`src/rtl/dcr_pkg.sv`:
```
// Shared types and constants for the DCR fetch stage.
package dcr_pkg;

    typedef enum logic [1:0] {
        S_IDLE = 2'd0,
        S_REQ  = 2'd1,
        S_HOLD = 2'd2,
        S_DROP = 2'd3
    } fetch_state_t;

    localparam logic [1:0] PCSRC_SEQ = 2'b00;
    localparam logic [1:0] PCSRC_BR  = 2'b01;
    localparam logic [1:0] PCSRC_JMP = 2'b10;
    localparam logic [1:0] PCSRC_REG = 2'b11;

    localparam logic [31:0] DCR_NOP = 32'd0;

    function automatic logic [7:0] pc_inc(input logic [7:0] pc);
        return pc + 8'd1;
    endfunction

endpackage

```
`src/rtl/dcr_pc_sel.sv`:
```
// Next-PC mux and 8-bit incrementer (modulo 256).
// Latency: combinational.
// Backpressure: none; the caller decides when next_pc is taken.
module dcr_pc_sel
    import dcr_pkg::*;
(
    input  logic [7:0] pc,
    input  logic [1:0] pcsrc,
    input  logic [7:0] branch_target,
    input  logic [7:0] jump_target,
    input  logic [7:0] reg_target,
    output logic [7:0] pc_plus_one,
    output logic [7:0] next_pc,
    output logic       redirect
);

    assign pc_plus_one = pc_inc(pc);
    assign redirect    = (pcsrc != PCSRC_SEQ);

    always_comb begin
        next_pc = pc_plus_one;
        case (pcsrc)
            PCSRC_SEQ: next_pc = pc_plus_one;
            PCSRC_BR:  next_pc = branch_target;
            PCSRC_JMP: next_pc = jump_target;
            PCSRC_REG: next_pc = reg_target;
            default:   next_pc = pc_plus_one;
        endcase
    end

endmodule

```
`src/rtl/dcr_fetch_if.sv`:
```
// Instruction fetch: PC, imem request/ready port, IF/ID register (optional perf counters: DCR_FETCH_PERF_EN).
// Latency: 1 edge from address presented (with ready) to instruction at decode.
// Backpressure: clken=0 freezes ID/PC; a word that arrives while stalled is parked in a hold buffer.
module dcr_fetch_if
    import dcr_pkg::*;
#(
    parameter logic [7:0]  RESET_PC  = 8'd0,
    parameter logic [31:0] NOP_INSTR = DCR_NOP
) (
    input  logic        clk,
    input  logic        rst,
    input  logic        clken,
    input  logic        FlushInIF,
    input  logic [1:0]  PCSrcInIF,
    input  logic [7:0]  BranchTargetInIF,
    input  logic [7:0]  JumpTargetInIF,
    input  logic [7:0]  RegTargetInIF,
    output logic [7:0]  IMemAddrOut,
    output logic        IMemReqOut,
    input  logic        IMemReadyIn,
    input  logic [31:0] IMemDataIn,
    output logic [31:0] InstructionOutID,
    output logic [7:0]  PCPlusOneOutID,
    output logic        ValidOutID,
`ifdef DCR_FETCH_PERF_EN
    output logic [31:0] FetchCountOut,
    output logic [31:0] BubbleCountOut,
    output logic        FetchStallOut
`else
    output logic        FetchStallOut
`endif
);

    fetch_state_t state, state_n;
    logic [7:0]   pc, pc_n;
    logic [7:0]   tgt, tgt_n;
    logic [31:0]  hold_buf, hold_n;
    logic [7:0]   pc_plus_one, next_pc;
    logic         redirect;
    logic         load_valid, load_bubble;
    logic [31:0]  load_word;

    dcr_pc_sel u_pc_sel (
        .pc            (pc),
        .pcsrc         (PCSrcInIF),
        .branch_target (BranchTargetInIF),
        .jump_target   (JumpTargetInIF),
        .reg_target    (RegTargetInIF),
        .pc_plus_one   (pc_plus_one),
        .next_pc       (next_pc),
        .redirect      (redirect)
    );

    assign IMemAddrOut   = pc;
    assign IMemReqOut    = (state == S_REQ) || (state == S_DROP);
    assign FetchStallOut = (state != S_REQ) || !IMemReadyIn;

    always_ff @(posedge clk or posedge rst) begin
        if (rst) state <= S_IDLE;
        else     state <= state_n;
    end

    always_comb begin
        state_n     = state;
        pc_n        = pc;
        tgt_n       = tgt;
        hold_n      = hold_buf;
        load_valid  = 1'b0;
        load_bubble = 1'b0;
        load_word   = IMemDataIn;
        case (state)
            S_IDLE: begin
                state_n     = S_REQ;
                load_bubble = clken;
            end
            S_REQ: begin
                if (IMemReadyIn) begin
                    if (clken) begin
                        pc_n        = next_pc;
                        load_valid  = !redirect && !FlushInIF;
                        load_bubble = redirect || FlushInIF;
                    end else begin
                        hold_n  = IMemDataIn;
                        state_n = S_HOLD;
                    end
                end else if (clken) begin
                    load_bubble = 1'b1;
                    if (redirect) begin
                        tgt_n   = next_pc;
                        state_n = S_DROP;
                    end
                end
            end
            S_HOLD: begin
                load_word = hold_buf;
                if (clken) begin
                    pc_n        = next_pc;
                    state_n     = S_REQ;
                    load_valid  = !redirect && !FlushInIF;
                    load_bubble = redirect || FlushInIF;
                end
            end
            S_DROP: begin
                // The outstanding word belongs to the squashed path; the latest redirect wins.
                if (clken) begin
                    load_bubble = 1'b1;
                    if (redirect) tgt_n = next_pc;
                end
                if (IMemReadyIn) begin
                    pc_n    = (clken && redirect) ? next_pc : tgt;
                    state_n = S_REQ;
                end
            end
            default: state_n = S_IDLE;
        endcase
    end

    always_ff @(posedge clk or posedge rst) begin
        if (rst) begin
            pc               <= RESET_PC;
            tgt              <= RESET_PC;
            hold_buf         <= '0;
            InstructionOutID <= NOP_INSTR;
            PCPlusOneOutID   <= '0;
            ValidOutID       <= 1'b0;
        end else begin
            pc       <= pc_n;
            tgt      <= tgt_n;
            hold_buf <= hold_n;
            if (load_valid) begin
                InstructionOutID <= load_word;
                PCPlusOneOutID   <= pc_plus_one;
                ValidOutID       <= 1'b1;
            end else if (load_bubble) begin
                InstructionOutID <= NOP_INSTR;
                ValidOutID       <= 1'b0;
            end
        end
    end

`ifdef DCR_FETCH_PERF_EN
    always_ff @(posedge clk or posedge rst) begin
        if (rst) begin
            FetchCountOut  <= '0;
            BubbleCountOut <= '0;
        end else begin
            if (load_valid && FetchCountOut != 32'hFFFF_FFFF)
                FetchCountOut <= FetchCountOut + 32'd1;
            if (load_bubble && BubbleCountOut != 32'hFFFF_FFFF)
                BubbleCountOut <= BubbleCountOut + 32'd1;
        end
    end
`endif

endmodule

```
`config.mk`:
```
export PLATFORM = sky130hd
export DESIGN_NAME = dcr_fetch_if
export DESIGN_NICKNAME = d
export VERILOG_FILES = /design/src/rtl/dcr_pkg.sv /design/src/rtl/dcr_pc_sel.sv /design/src/rtl/dcr_fetch_if.sv
export SDC_FILE = /design/constraint.sdc
export NUM_CORES = 1
export LEC_CHECK = 0
export BUFFER_PORTS_ARGS = -buffer_cell sky130_fd_sc_hd__buf_2
export CORE_MARGIN = 2
export CORE_UTILIZATION = 47
export CTS_CLUSTER_DIAMETER = 80
export DETAILED_ROUTE_END_ITERATION = 16
export GPL_ROUTABILITY_DRIVEN = 0
export GPL_TIMING_DRIVEN = 0
export PLACE_DENSITY = 0.76
export SYNTH_ARGS = -nofsm -noshare
export SYNTH_HDL_FRONTEND = slang
export SYNTH_SLANG_ARGS = --single-unit
```
`constraint.sdc`:
```
create_clock -name clk -period 2.6 [get_ports clk]
set_clock_uncertainty 0.15 [all_clocks]
set_input_delay 0.13 -clock clk [delete_from_list [all_inputs] [get_ports clk]]
set_output_delay 0.13 -clock clk [all_outputs]
set_load 0.01 [all_outputs]
```
==> reports/qor.csv, run 1 <==
stage,metric,value,unit
synth,Yosys cell types,33,
floorplanning,Die X,98.1,um
synth,Synth Area in Compound Gates,8.19,%
finish,antenna cells,0,
setup_path,"delay-heaviest family, CP",simple AND/OR/NAND/NOR gates,
floorplanning,row count,34,
synth,sequential fraction of the synthesis area,54.8,%
synth,post-synthesis mux area share,23.8,%
cts,"Clk pin slew, worst setup/hold paths",0.08,ns
routing,Starting DRT DRC Count,75,
setup_path,crit path capture type,register,
timing,unrepaired setup endpoints after global routing,false,
cts,Clock Sinks,91,
placement,placed wire-length estimate,6610,um
grt,initial antenna violation count,0,
timing,TNS Setup,0,ns
synth,Post-Synth XOR/XNOR Area,1.05,%
timing,Tcrit/Tclk final,92.9,%
finish,"commonest non-fill, non-tap cells in the layout","121 x buf_2, 91 x dfrtp_1, 45 x mux2_2",
synth,synthesized cell area,4160,um^2
setup_path,Crit Path Class,register to register,
pwr,P_leak,2.61,nW
finish,"commonest non-fill, non-tap cell in the layout",buf_2,
finish,nets,575,
routing,total wire length,9160,um
pwr,VDD IR max,457,uV
routing,1st-pass router iterations,4,
run,max_cap viols,0,
floorplanning,die area,9610,um^2
timing,Max Slew Vio Count,0,
setup_path,crit path cell chain,"inv_1, ha_1, and2_1, clkbuf_1, nor3_2, mux2_2",
setup_path,worst-path cell with the longest stage delay,nor3_2,
pwr,total power,4.89,mW
synth,syn_area_per_cell,11.9,um^2
placement,Port Buffer Count,113,
setup_path,Critical Path Max Stage Delay,0.67,ns
worst_hold_path,worst min-delay path class,primary input to register,
outcome,run status,"complete, no violations",
cts,Num CTS Buffers,9,
synth,Synth Area in Adders,1.50,%
setup_path,crit-path max FO,9,
synth,synthesized instance count,348,
grt,vias in the first global route,3273,
setup_path,CP Data Arrival Time,2.49,ns
routing,Final ANT Viol Nets,0,
timing,Worst Tran Pin Value,0.744,ns
floorplanning,Core Footprint,8640,um^2
cts,CTS tree,done,
grt,global-route wire length before repair,15100,um
synth,Ys Warns,0,
setup_path,Buf/Inv on CP,2,
timing,min cycle time layout,2.41,ns
timing,fmax,414,MHz
synth,syn_nets,416,
setup_path,Worst EP required,2.67,ns
routing,vias per cell,5.14,
timing,Final Setup Violations,0,
grt,gr usage total,19.4,%
cts,postcts setup bufs,0,
routing,DR vias,3185,
finish,Layout area overhead,30.7,%
cts,"Clk Latency, worst-skew pair",0.35,ns
cts,maximum clock insertion buffer count,2,
timing,final hold vios,0,
routing,mean routed wirelength per cell,14.8,um
floorplanning,die height,98.1,um
timing,Slew headroom,50.1,%
pwr,Power per Cell Area,900,nW/um^2
synth,Post-Synth Simple-Gate Area,7.82,%
grt,grt total ovfl,0,
grt,pin count of the biggest net entering global routing,45,
cts,CTS root buf,clkbuf_8,
floorplanning,Initial Util,48.1,%
synth,largest family of logic cells by synthesized area,multiplexers,
cts,# H-tree levels,3,
synth,number of synthesized register bits,91,
routing,DRC viols,0,
finish,share of cells above drive strength 1,37.5,%
floorplanning,Boundary Pins,114,
setup_path,Startpoint Class,register,
## area by class of cell
cell class              instances  area [um^2]
inverters                      11         45.0
plain buffers                  18         77.6
well taps                     108          135
fillers                       708         3200
flip-flops and latches         91         2280
repair buffers                148          936
clock inverters                 4         50.0
multi-input cells             228         1770
clock buffers                  12          145
## metal layers
layer / routed length [um] / global-route usage (%) / vias up / part of all wire (%)
li1: - / - / 1536 / -
met1: 4040 / 25.5 / 1530 / 44
met2: 4490 / 33.2 / 107 / 49
met3: 528 / 3.58 / 12 / 5.8
met4: 104 / 5.45 / 0 / 1.1
met5: 0 / 0 / - / 0
## tightest hold or removal path, delay by kind of cell
| kind | cells | cell delay (ns) |
|---|---|---|
| and+or+nand+nor | 1 | 0.08 |
| buffers and inverters | 1 | 0.08 |
| AOI/OAI and AO/OA | 2 | 0.17 |
## cells by family after synthesis
logic type,Yosys count
xor gates and xnor gates,5
adders and majority gates,5
muxes,87
and+or+nand+nor,73
AOI/OAI and AO/OA,58
DFF,91
buffers and inverters,29
## synthesized netlist by cell type
cell      number  area share (%)
a21oi_1        4            0.48
a221o_1        4            0.96
a221oi_1       2            0.42
a22oi_1        1            0.18
a31oi_1        1            0.15
and2_1         4            0.60
and3_1         1            0.15
and4b_1        1            0.24
buf_2          8            0.96
clkbuf_1      10            0.90
dfrtp_1       91              55
ha_1           5             1.5
inv_1         11            0.99
mux2_2        45              12
mux2i_1       37             8.9
mux4_2         5             2.7
nand2_1       44             4.0
nand2b_1       2            0.30
nand3_1        2            0.24
nand3_2        1            0.24
nor2_1        11            0.99
nor2b_1        4            0.60
nor3_1         2            0.24
nor3_2         1            0.24
o21a_1         1            0.18
o21ai_0       39             4.7
o21ai_1        1            0.12
o21ai_2        1            0.21
o221a_2        1            0.27
o22ai_1        2            0.30
o31a_1         1            0.21
xnor2_1        1            0.21
xor2_1         4            0.84
## timing repair
item | 4_1_cts | 5_1_grt
hold buffers | 33 | 0
gates resized for setup | 0 | 1
hold endpoints to repair | 155 | 0
setup endpoints to repair | 0 | 10
## worst paths after layout
kind                                            from                    to  slack, ns  cells after the start
worst max-delay path                        state[1]                tgt[6]       0.19                      6
max in group asynchronous                        rst          hold_buf[20]       1.68                      4
worst max register to register              state[1]                tgt[6]       0.19                      6
worst min register to register  InstructionOutID[15]  InstructionOutID[15]       0.33                      2
min in group asynchronous                        rst     PCPlusOneOutID[0]       0.12                      3
worst min-delay path                    PCSrcInIF[1]        IMemAddrOut[7]       0.01                      4
## power breakdown
group / internal, mW / leakage (nW) / total, mW / switching [mW]
Combinational: 0.887 / 1.36 / 1.74 / 0.850
Clock: 0.471 / 0.0926 / 0.953 / 0.482
Sequential: 1.89 / 1.16 / 2.20 / 0.306
## per-stage QoR
step | util, % | cells | cell area [um^2] | hold slack (ns) | setup WS (ns)
finish | 62.9 | 620 | 5440 | 0.0121 | 0.185
global route | 62.9 | 620 | 5440 | 0.0802 | 0.0284
CTS | 62.9 | 620 | 5430 | 0.0110 | 0.0946
detailed placement | 56.8 | 571 | 4900 | -0.0508 | 0.113
global placement | 56.3 | 569 | 4860 | 0.228 | 0.166
floorplan | - | 348 | 4160 | 0.130 | 0.571
## state kept, by name, indices dropped and copies added (netlist names)
| register | count |
|---|---|
| state | 2 |
| InstructionOutID | 32 |
| hold_buf | 32 |
| IMemAddrOut | 8 |
| PCPlusOneOutID | 8 |
| ValidOutID | 1 |
| tgt | 8 |
(Power assumes the default switching activity.)
==> run 2, diff against run 1 <==
CAP_MARGIN = 30   (was default)
REMOVE_ABC_BUFFERS = 1   (was default)
==> run 2 against run 1 <==
Sequential share of layout area fell by 0.27 points. First-iteration DRC count rose by 24%. Sequential cell count did not move. Die area did not move. Global-route usage rose by 0.59 points. Critical path depth did not move. Sequential power barely moved. Final area rose by 0.64%.
==> reports/qor.csv, run 2 (synthesized netlist as in run 1, its figures left out) <==
stage,metric,value,unit
outcome,run status,"complete, no violations",
finish,Layout area overhead,31.6,%
pwr,P_leak,2.63,nW
timing,Slew headroom,43.2,%
routing,total wire length,9300,um
timing,fmax,415,MHz
grt,initial antenna violation count,0,
cts,Clock Sinks,91,
finish,final cell count without fillers,604,
timing,TNS Setup,0,ns
finish,"commonest non-fill, non-tap cells in the layout","113 x buf_2, 91 x dfrtp_1, 45 x mux2_2",
finish,share of cells above drive strength 1,38.1,%
cts,"Hold-fix buffers, CTS",33,
floorplanning,row count,34,
grt,vias in the first global route,3127,
timing,final worst slack,0.190,ns
pwr,VDD IR max,502,uV
cts,post-CTS sizing,0,
pwr,Power per Cell Area,939,nW/um^2
grt,grt total ovfl,0,
pwr,total power,5.14,mW
placement,dpl cells,555,
cts,maximum clock insertion buffer count,2,
setup_path,CP Data Arrival Time,2.51,ns
setup_path,Startpoint Class,register,
timing,unrepaired setup endpoints after global routing,false,
timing,Tcrit/Tclk final,92.7,%
placement,Placed Area,4890,um^2
floorplanning,die height,98.1,um
cts,Num CTS Buffers,9,
routing,mean routed wirelength per cell,15.4,um
grt,global-route wire length before repair,15400,um
cts,CTS root buf,clkbuf_8,
setup_path,crit path capture type,register,
finish,Top Registers,"InstructionOutID (32), hold_buf (32)",
placement,Port Buffer Count,113,
finish,"Design Area, Final",5470,um^2
cts,"Clk Latency, worst-skew pair",0.35,ns
cts,CTS tree,done,
timing,Final Setup Violations,0,
finish,final core utilization,63.3,%
setup_path,Worst EP required,2.70,ns
timing,min cycle time layout,2.41,ns
floorplanning,Core Footprint,8640,um^2
floorplanning,Die X,98.1,um
setup_path,crit-path max FO,25,
placement,placed wire-length estimate,6280,um
grt,pin count of the biggest net entering global routing,52,
routing,1st-pass router iterations,4,
routing,vias per cell,5.20,
finish,antenna cells,0,
timing,Max Slew Vio Count,0,
finish,nets,559,
routing,Final ANT Viol Nets,0,
timing,Worst Tran Pin Value,0.849,ns
timing,final hold vios,0,
grt,gr usage total,20.0,%
setup_path,Crit Path Class,register to register,
cts,# H-tree levels,3,
floorplanning,Boundary Pins,114,
worst_hold_path,worst min-delay path class,primary input to register,
floorplanning,Initial Util,48.1,%
finish,"commonest non-fill, non-tap cell in the layout",buf_2,
routing,DRC viols,0,
floorplanning,die area,9610,um^2
timing,hold_ws,0.0602,ns
routing,DR vias,3139,
routing,Starting DRT DRC Count,93,
cts,postcts setup bufs,0,
placement,worst slack at placement,0.215,ns
run,max_cap viols,0,
cts,"Clk pin slew, worst setup/hold paths",0.09,ns
==> run 2: worst paths after layout <==
| check | from | end | slack [ns] | cells past startpoint |
|---|---|---|---|---|
| min in group asynchronous | rst | PCPlusOneOutID[6] | 0.25 | 3 |
| worst max register to register | state[1] | PCPlusOneOutID[5] | 0.19 | 6 |
| worst min-delay path | JumpTargetInIF[7] | tgt[7] | 0.06 | 5 |
| max in group asynchronous | rst | hold_buf[18] | 1.40 | 4 |
| worst min register to register | ValidOutID | ValidOutID | 0.33 | 2 |
| worst max-delay path | state[1] | PCPlusOneOutID[5] | 0.19 | 6 |
==> run 2: layout make-up <==
class | instances | area, um^2
clock inverter | 5 | 108
timing repair buffer | 150 | 991
fill | 694 | 3170
tap | 108 | 135
sequential | 91 | 2280
clock buffer | 11 | 141
inverter | 11 | 43.8
multi-input combinational | 228 | 1770
==> run 2: worst max-delay path, stage by stage, from the launching register on <==
cell     delay, ns
dfrtp_1       0.41
inv_1         0.08
ha_1          0.24
and2_1        0.27
o21ai_4       0.58
buf_16        0.23
mux2_2        0.34
==> run 2: where the power goes <==
part           internal, mW  total, mW  switching (mW)
sequential             1.89       2.20           0.302
combinational         0.916       1.76           0.849
clock                 0.673       1.18           0.503
==> run 2: per-layer routing <==
metal | vias to the layer above | part of all wire (%) | GRT usage [%]
li1 | 1506 | - | -
met1 | 1516 | 44 | 26.1
met2 | 108 | 49 | 33.9
met3 | 9 | 5.9 | 3.87
met4 | 0 | 1.2 | 6.41
met5 | - | 0 | 0
